--- src/rtl/loader_pkg.sv ---
// Shared definitions for the byte-stream instruction memory loader.
package loader_pkg;

    typedef enum logic [3:0] {
        IDLE,
        CNT_HI,
        CNT_LO,
        DATA_HI,
        DATA_LO,
        WRITE,
        CHK,
        DONE,
        ERR
    } loaderState_t;

    localparam logic [7:0] SYNC_BYTE_DEFAULT = 8'hA5;
    localparam int         BYTES_PER_WORD    = 2;
    localparam int         BYTE_W            = 8;

endpackage

--- src/rtl/loader_checksum.sv ---
// 8-bit XOR accumulator over the payload bytes of a frame.
module loader_checksum (
    input  logic       CLK,
    input  logic       RST,
    input  logic       clear,
    input  logic       enable,
    input  logic [7:0] dataByte,
    output logic [7:0] sum
);

    always_ff @(posedge CLK) begin
        if (RST || clear) begin
            sum <= '0;
        end else if (enable) begin
            sum <= sum ^ dataByte;
        end
    end

endmodule

--- src/rtl/instr_mem_loader.sv ---
// Receives a framed program image byte by byte, writes it into instruction memory
// and releases the processor from reset only after the checksum verifies.
module instr_mem_loader
    import loader_pkg::*;
#(
    parameter int         ADDR_W    = 12,
    parameter int         DATA_W    = 16,
    parameter logic [7:0] SYNC_BYTE = SYNC_BYTE_DEFAULT
) (
    input  logic              CLK,
    input  logic              RST,
    input  logic              rx_valid,
    input  logic [7:0]        rx_data,
    output logic              rx_ready,
    output logic [ADDR_W-1:0] mem_addr,
    output logic [DATA_W-1:0] mem_data,
    output logic              mem_wren,
    output logic              cpu_rst,
    output logic              busy,
    output logic              done,
    output logic              err
);

    localparam int         COUNT_W   = BYTES_PER_WORD * BYTE_W;
    localparam logic [32:0] MAX_WORDS = 33'(1) << ADDR_W;

    loaderState_t state;
    loaderState_t nextState;

    logic               xfer;
    logic [BYTE_W-1:0]  countHi;
    logic [COUNT_W-1:0] wordCount;
    logic [COUNT_W-1:0] countFull;
    logic               countBad;
    logic [ADDR_W:0]    wordIdx;
    logic               lastWord;
    logic [BYTE_W-1:0]  hiByte;
    logic [BYTE_W-1:0]  chkSum;
    logic               chkClear;
    logic               chkEnable;

    assign xfer      = rx_valid & rx_ready;
    assign countFull = {countHi, rx_data};
    assign countBad  = (countFull == '0) || (33'(countFull) > MAX_WORDS);
    // The index is one bit wider than the address so a full-memory image ends cleanly.
    assign lastWord  = (33'(wordIdx) + 33'd1) == 33'(wordCount);

    assign chkClear  = xfer && (state == CNT_LO);
    assign chkEnable = xfer && ((state == DATA_HI) || (state == DATA_LO));

    loader_checksum uChecksum (
        .CLK      (CLK),
        .RST      (RST),
        .clear    (chkClear),
        .enable   (chkEnable),
        .dataByte (rx_data),
        .sum      (chkSum)
    );

    always_ff @(posedge CLK) begin
        if (RST) begin
            state <= IDLE;
        end else begin
            state <= nextState;
        end
    end

    always_comb begin
        nextState = state;
        case (state)
            IDLE:    if (xfer && (rx_data == SYNC_BYTE)) nextState = CNT_HI;
            CNT_HI:  if (xfer) nextState = CNT_LO;
            CNT_LO:  if (xfer) nextState = countBad ? ERR : DATA_HI;
            DATA_HI: if (xfer) nextState = DATA_LO;
            DATA_LO: if (xfer) nextState = WRITE;
            WRITE:   nextState = lastWord ? CHK : DATA_HI;
            CHK:     if (xfer) nextState = (rx_data == chkSum) ? DONE : ERR;
            DONE,
            ERR:     if (xfer && (rx_data == SYNC_BYTE)) nextState = CNT_HI;
            default: nextState = IDLE;
        endcase
    end

    always_comb begin
        rx_ready = 1'b0;
        busy     = 1'b0;
        cpu_rst  = 1'b1;
        done     = 1'b0;
        err      = 1'b0;
        rx_ready = !RST && (state != WRITE);
        busy     = (state != IDLE) && (state != DONE) && (state != ERR);
        cpu_rst  = (state != DONE);
        done     = (state == DONE);
        err      = (state == ERR);
    end

    always_ff @(posedge CLK) begin
        if (RST) begin
            countHi   <= '0;
            wordCount <= '0;
            wordIdx   <= '0;
            hiByte    <= '0;
            mem_addr  <= '0;
            mem_data  <= '0;
            mem_wren  <= 1'b0;
        end else begin
            mem_wren <= 1'b0;
            if (xfer) begin
                case (state)
                    CNT_HI:  countHi <= rx_data;
                    CNT_LO: begin
                        wordCount <= countFull;
                        wordIdx   <= '0;
                    end
                    DATA_HI: hiByte <= rx_data;
                    DATA_LO: begin
                        mem_data <= DATA_W'({hiByte, rx_data});
                        mem_addr <= wordIdx[ADDR_W-1:0];
                        mem_wren <= 1'b1;
                    end
                    default: ;
                endcase
            end
            if (state == WRITE) begin
                wordIdx <= wordIdx + 1'b1;
            end
        end
    end

endmodule

--- config.mk ---
export PLATFORM = sky130hd
export DESIGN_NAME = instr_mem_loader
export DESIGN_NICKNAME = d
export VERILOG_FILES = /design/src/rtl/loader_pkg.sv /design/src/rtl/loader_checksum.sv /design/src/rtl/instr_mem_loader.sv
export SDC_FILE = /design/constraint.sdc
export NUM_CORES = 1
export LEC_CHECK = 0
export CAP_MARGIN = 10
export CELL_PAD_IN_SITES_DETAIL_PLACEMENT = 0
export CELL_PAD_IN_SITES_GLOBAL_PLACEMENT = 1
export CORE_UTILIZATION = 40
export CTS_BUF_LIST = sky130_fd_sc_hd__clkbuf_8
export CTS_CLUSTER_DIAMETER = 120
export CTS_CLUSTER_SIZE = 20
export DETAILED_ROUTE_END_ITERATION = 7
export PLACE_DENSITY_LB_ADDON = 0.08
export SETUP_SLACK_MARGIN = 0.5
export SYNTH_ARGS = -nofsm -noshare
export SYNTH_HDL_FRONTEND = slang
export SYNTH_SLANG_ARGS = --single-unit
--- constraint.sdc ---
create_clock -name CLK -period 2.5 [get_ports CLK]
set_input_delay 0.25 -clock CLK [delete_from_list [all_inputs] [get_ports CLK]]
set_output_delay 0.25 -clock CLK [all_outputs]
set_load 0.01 [all_outputs]
# --- After elaboration in Yosys (flattened, before gate mapping) ---
# Index checks and enable logic that the tools add are counted.
word_totals:
  word_cells: 72
  rom_bits: 0
  in_bits: 11
  out_inout_bits: 34
  register_bits: 86
  mem_bits_rw: 0
  latchBits: 0
  mem_count: 0
classes:
  n_bitwise: 3
  n_mux: 14
  div: 0
  magnitude_cmp: 1
  n_addsub: 2
  multipliers: 0
  n_eq_ne: 20
  n_shift: 0
  n_reduce_logical: 23
op_table:
  columns: ["cell", "count"]
  rows:
  - ["$mux W13", 3]
  - ["$mux W4", 8]
  - ["$pmux W4 S7", 1]
  - ["$eq A14 B16 Y1", 1]
  - ["$eq A4 B3 Y1 const B", 4]
  - ["$gt A16 B13 Y1 const B", 1]
  - ["$logic_not A16 Y1", 1]
  - ["$add A13 B1 Y14 const B", 1]
  - ["$add A13 B1 Y13 const B", 1]
  - ["$ne A2 B2 Y1 const B", 5]
  - ["$reduce_and A2 Y1", 5]
  - ["$eq A4 B2 Y1 const B", 2]
  - ["$eq A8 B8 Y1", 1]
  - ["$eq A8 B8 Y1 const B", 1]
  - ["$ne A4 B3 Y1 const B", 2]
  - ["$xor A8 B8 Y8", 1]
  - ["$logic_and A1 B1 Y1", 6]
  - ["$reduce_and A6 Y1", 1]
  - ["$eq A4 B1 Y1 const B", 1]
  - ["$eq A4 B4 Y1 const B", 1]
  - ["$logic_not A4 Y1", 1]
  - ["$ne A4 B4 Y1 const B", 1]
  - ["$reduce_bool A2 Y1", 2]
  - ["$reduce_bool A4 Y1", 1]
  - ["9 further kinds", 11]

# --- Logic depth before layout (Yosys ltp) ---
depth:
  word_depth: 6
  depth_mapped: 9
  depth_no_buf: 7

# --- By module ---
# A second synthesis with hierarchy kept.
hier_totals:
  cells_unflattened: 512
  area_unflattened_um2: 4078.9
by_module_without_submodules:
  columns: ["mod", "area_per_inst_um2", "seq_area_each_um2", "n_inst", "cells_each"]
  rows:
  - ["instr_mem_loader", 3693.5, 1561.5, 1, 476]
  - ["loader_checksum", 385.4, 160.2, 1, 36]

# --- Worst setup path after synthesis ---
# Ideal clock, no wire load.
synth_timing:
  kind: "register to register"
  start: "register wordIdx[1]"
  end: "register state[0]"
  arrival_ps: 1963
  setup_time_ps: 134
  synth_period_minus_slack_ps: 2097
  required_time_ps: 2366
  path_stages_with_launch: 9
  slack_ps: 403
  n_path_buf: 1
  path_cell_list: "dfxtp_1 ha_1 buf_2 and3_1 nand2b_4 or4b_1 a22oi_1 and4_1 o311ai_1"
synth_via:
  elab_chain_len: 4
synth_rtl:
  columns: ["element", "line_no", "source"]
  rows:
  - ["start, declared", "instr_mem_loader.sv:35", "logic [ADDR_W:0] wordIdx;"]
  - ["start signal, assigned", "instr_mem_loader.sv:125", "wordIdx <= wordIdx + 1'b1;"]
  - ["$add A13 B1 Y14", "instr_mem_loader.sv:46", "assign lastWord = (33'(wordIdx) + 33'd1) == 33'(wordCount);"]
  - ["$eq A14 B16 Y1", "instr_mem_loader.sv:46", null]
  - ["$mux W3", "instr_mem_loader.sv:76", "WRITE: nextState = lastWord ? CHK : DATA_HI;"]
  - ["$pmux W4 S7", "instr_mem_loader.sv:70", "case (state)"]
  - ["end signal, assigned", "instr_mem_loader.sv:64", "state <= nextState;"]
  - ["end, declared", "instr_mem_loader.sv:27", "loaderState_t state;"]
# Every way passes these cells.
# A chain may end at the register's enable or synchronous reset.

# --- Worst setup path after layout ---
layout_timing:
  start: "register wordIdx[0]"
  end: "register state[0]"
# The elaborated chain is that of the path after synthesis.

==> flow_summary.json <==
{
  "synth_largest_area_cell": "dfxtp_1",
  "nFillCells": 973,
  "critPathArrivalTime_ps": 2200,
  "rsz0062_at_grt": "true",
  "wirelength_mm": 10.8,
  "place.gp.congestion": 0.915,
  "synth_seq_cells": 86,
  "die_y_um": 102,
  "max_cap_viol_count": 0,
  "viasPerCell": 5.17,
  "finalNetCount": 581,
  "synth_common_cells": "nand2_1, dfxtp_1, a21oi_1, nor2_1, xor2_1",
  "finalSetupViolCount": 0,
  "dr.first_iter.drc_count": 171,
  "synth_top_area_share": 0.427,
  "area_growth_pct": 27.3,
  "synth_cell_types": 50,
  "ir_drop_mv": 0.280,
  "die_w_um": 102,
  "cts_buffer_depth": 2,
  "ios": 45,
  "fin_crit_ps": 1980,
  "cp_max_fo": 5,
  "synth-edff-count": 0,
  "synth_most_common_cell": "nand2_1",
  "clock-sinks": 86,
  "dp_hpwl_mm": 7.14,
  "avgSynthCellArea_um2": 7.94,
  "portBuffers": 44,
  "coreArea_um2": 9770,
  "clk_pin_slew_ps": 100,
  "syn_inst": 508,
  "slew_headroom": 0.443,
  "htreeDepth": 3,
  "vias": 3655,
  "placementRows": 36,
  "yosys-top-cells-area": "dfxtp_1, nand2_1, a21oi_1",
  "grt_max_degree": 79,
  "cts_root_buffer": "clkbuf_8",
  "path_class": "register to register",
  "post-route-util": 0.525,
  "power.leakage_nw": 1.89,
  "setup_tns_ps": 0,
  "mappedNetlistArea_um2": 4030,
  "tritoncts": "yes",
  "clock_latency_ps": 360,
  "place_worst_setup_slack_ps": 170,
  "wl_per_cell_um": 15.3,
  "hold_class": "primary input to register",
  "ys_warn_count": 0,
  "power_mw": 2.48,
  "die_area_um2": 10500,
  "fin_crit_sh": 0.793,
  "p_per_area_nw_per_um2": 483,
  "synth-async-reset-ratio": 0,
  "critPathCaptureType": "register",
  "cts_buffers": 9,
  "drt.antenna.violating_nets": 0,
  "clock.fmax_mhz": 504,
  "hold_viol": 0,
  "dr.pass1.iters": 4,
  "report.final.slew_viol_count": 0,
  "first_global_vias": 3428,
  "seq_area_frac_synth": 0.427,
  "drc": 0,
  "antenna_cells": 0,
  "gr-usage-all-layers": 0.216,
  "cts.hold.buffers_added": 0,
  "drive_gt1_frac": 0.171,
  "worst_slack_ps": 517,
  "antenna_found_initial": 0,
  "tightest_slew_ps": 835,
  "start_util": 0.412,
  "syn-num-nets": 520,
  "startpoint_type": "register",
  "grt_pass1_wl_mm": 17.3,
  "cp_data_required_time_ps": 2720,
  "clock_skew_ps": 10.7,
  "synth_ff_type": "dfxtp_1",
  "outcome": "complete, no violations",
  "grt_remaining_overflow": 0
}
per-stage QoR:
step	hold WS (ps)	instances	instance area, µm²
2_1_floorplan	386	508	4040
3_3_place_gp	441	674	4670
3_5_place_dp	448	674	4670
4_1_cts	417	694	4960
5_1_grt	358	707	5130
6_report	353	707	5130
per-layer routing:
| layer | vias to the layer above | share of wire | track usage |
|---|---|---|---|
| li1 | 1847 | - | - |
| met1 | 1723 | 0.46 | 0.293 |
| met2 | 72 | 0.48 | 0.350 |
| met3 | 13 | 0.046 | 0.0397 |
| met4 | 0 | 0.011 | 0.0670 |
| met5 | - | 0 | 0 |
placed cells by master (no fill, tap or decap), types with 6 or more instances in the layout:
master	instances
inv_1	9
clkbuf_8	9
nor2_1	42
dfxtp_2	6
nand3_1	7
mux2i_1	16
dfxtp_4	6
dfxtp_1	74
or3_1	8
xor2_1	20
a21oi_1	67
o21ai_0	13
clkdlybuf4s50_1	39
nand2_1	110
buf_4	44
nand4_1	6
xnor2_1	12
cell type report:
type	instances	area (µm²)	share of cell area
flip-flops and latches	86	1750	0.341
multi-input cells	374	2180	0.425
clock buffers	9	124	0.0241
inverters	9	33.8	0.00658
well taps	133	166	0.0324
clock inverters	7	78.8	0.0154
repair buffers	89	796	0.155
path summary, 6_finish.rpt:
check                                 from          end  slack, ps  depth (start not counted)
worst min-delay path            rx_data[4]  mem_data[4]        350                          4
worst max-delay path            wordIdx[0]     state[0]        520                          7
worst min register to register   hiByte[0]  mem_data[8]        460                          2
worst max register to register  wordIdx[0]     state[0]        520                          7
critical path, stage by stage, from the launching register on:
cell,delay (ps)
dfxtp_2,370
ha_4,140
and3_4,210
nand2b_4,80
or4b_4,520
a22oi_2,180
and4_1,250
o311ai_2,80
repair_timing:
item                                    CTS  global route
endpoints found under the setup margin   19            20
gates resized for setup                  21            19
setup buffers                             4            13
pin swaps                                 3             5
sequential cells by signal, summed over array words and instances, names as in the netlist:
signal         flops
wordCount         16
mem_addr          12
state              4
countHi            8
hiByte             8
uChecksum.sum      8
wordIdx           13
mem_wren           1
mem_data          16
cell families (layout without fill, tap and decap cells):
logic type	Yosys count	after routing	synth area share
AOI/OAI and AO/OA	104	104	0.147
xor gates and xnor gates	32	32	0.0695
adders and majority gates	1	1	0.00310
buffers and inverters	48	114	0.0559
DFF	86	86	0.427
muxes	16	16	0.0397
and+or+nand+nor	221	221	0.258
report_power, final:
group | internal, mW | switching (mW)
combinational | 0.0322 | 0.0552
clock | 0.477 | 0.554
sequential | 1.36 | 0.000105
total | 1.87 | 0.610
(Power assumes the default switching activity.)
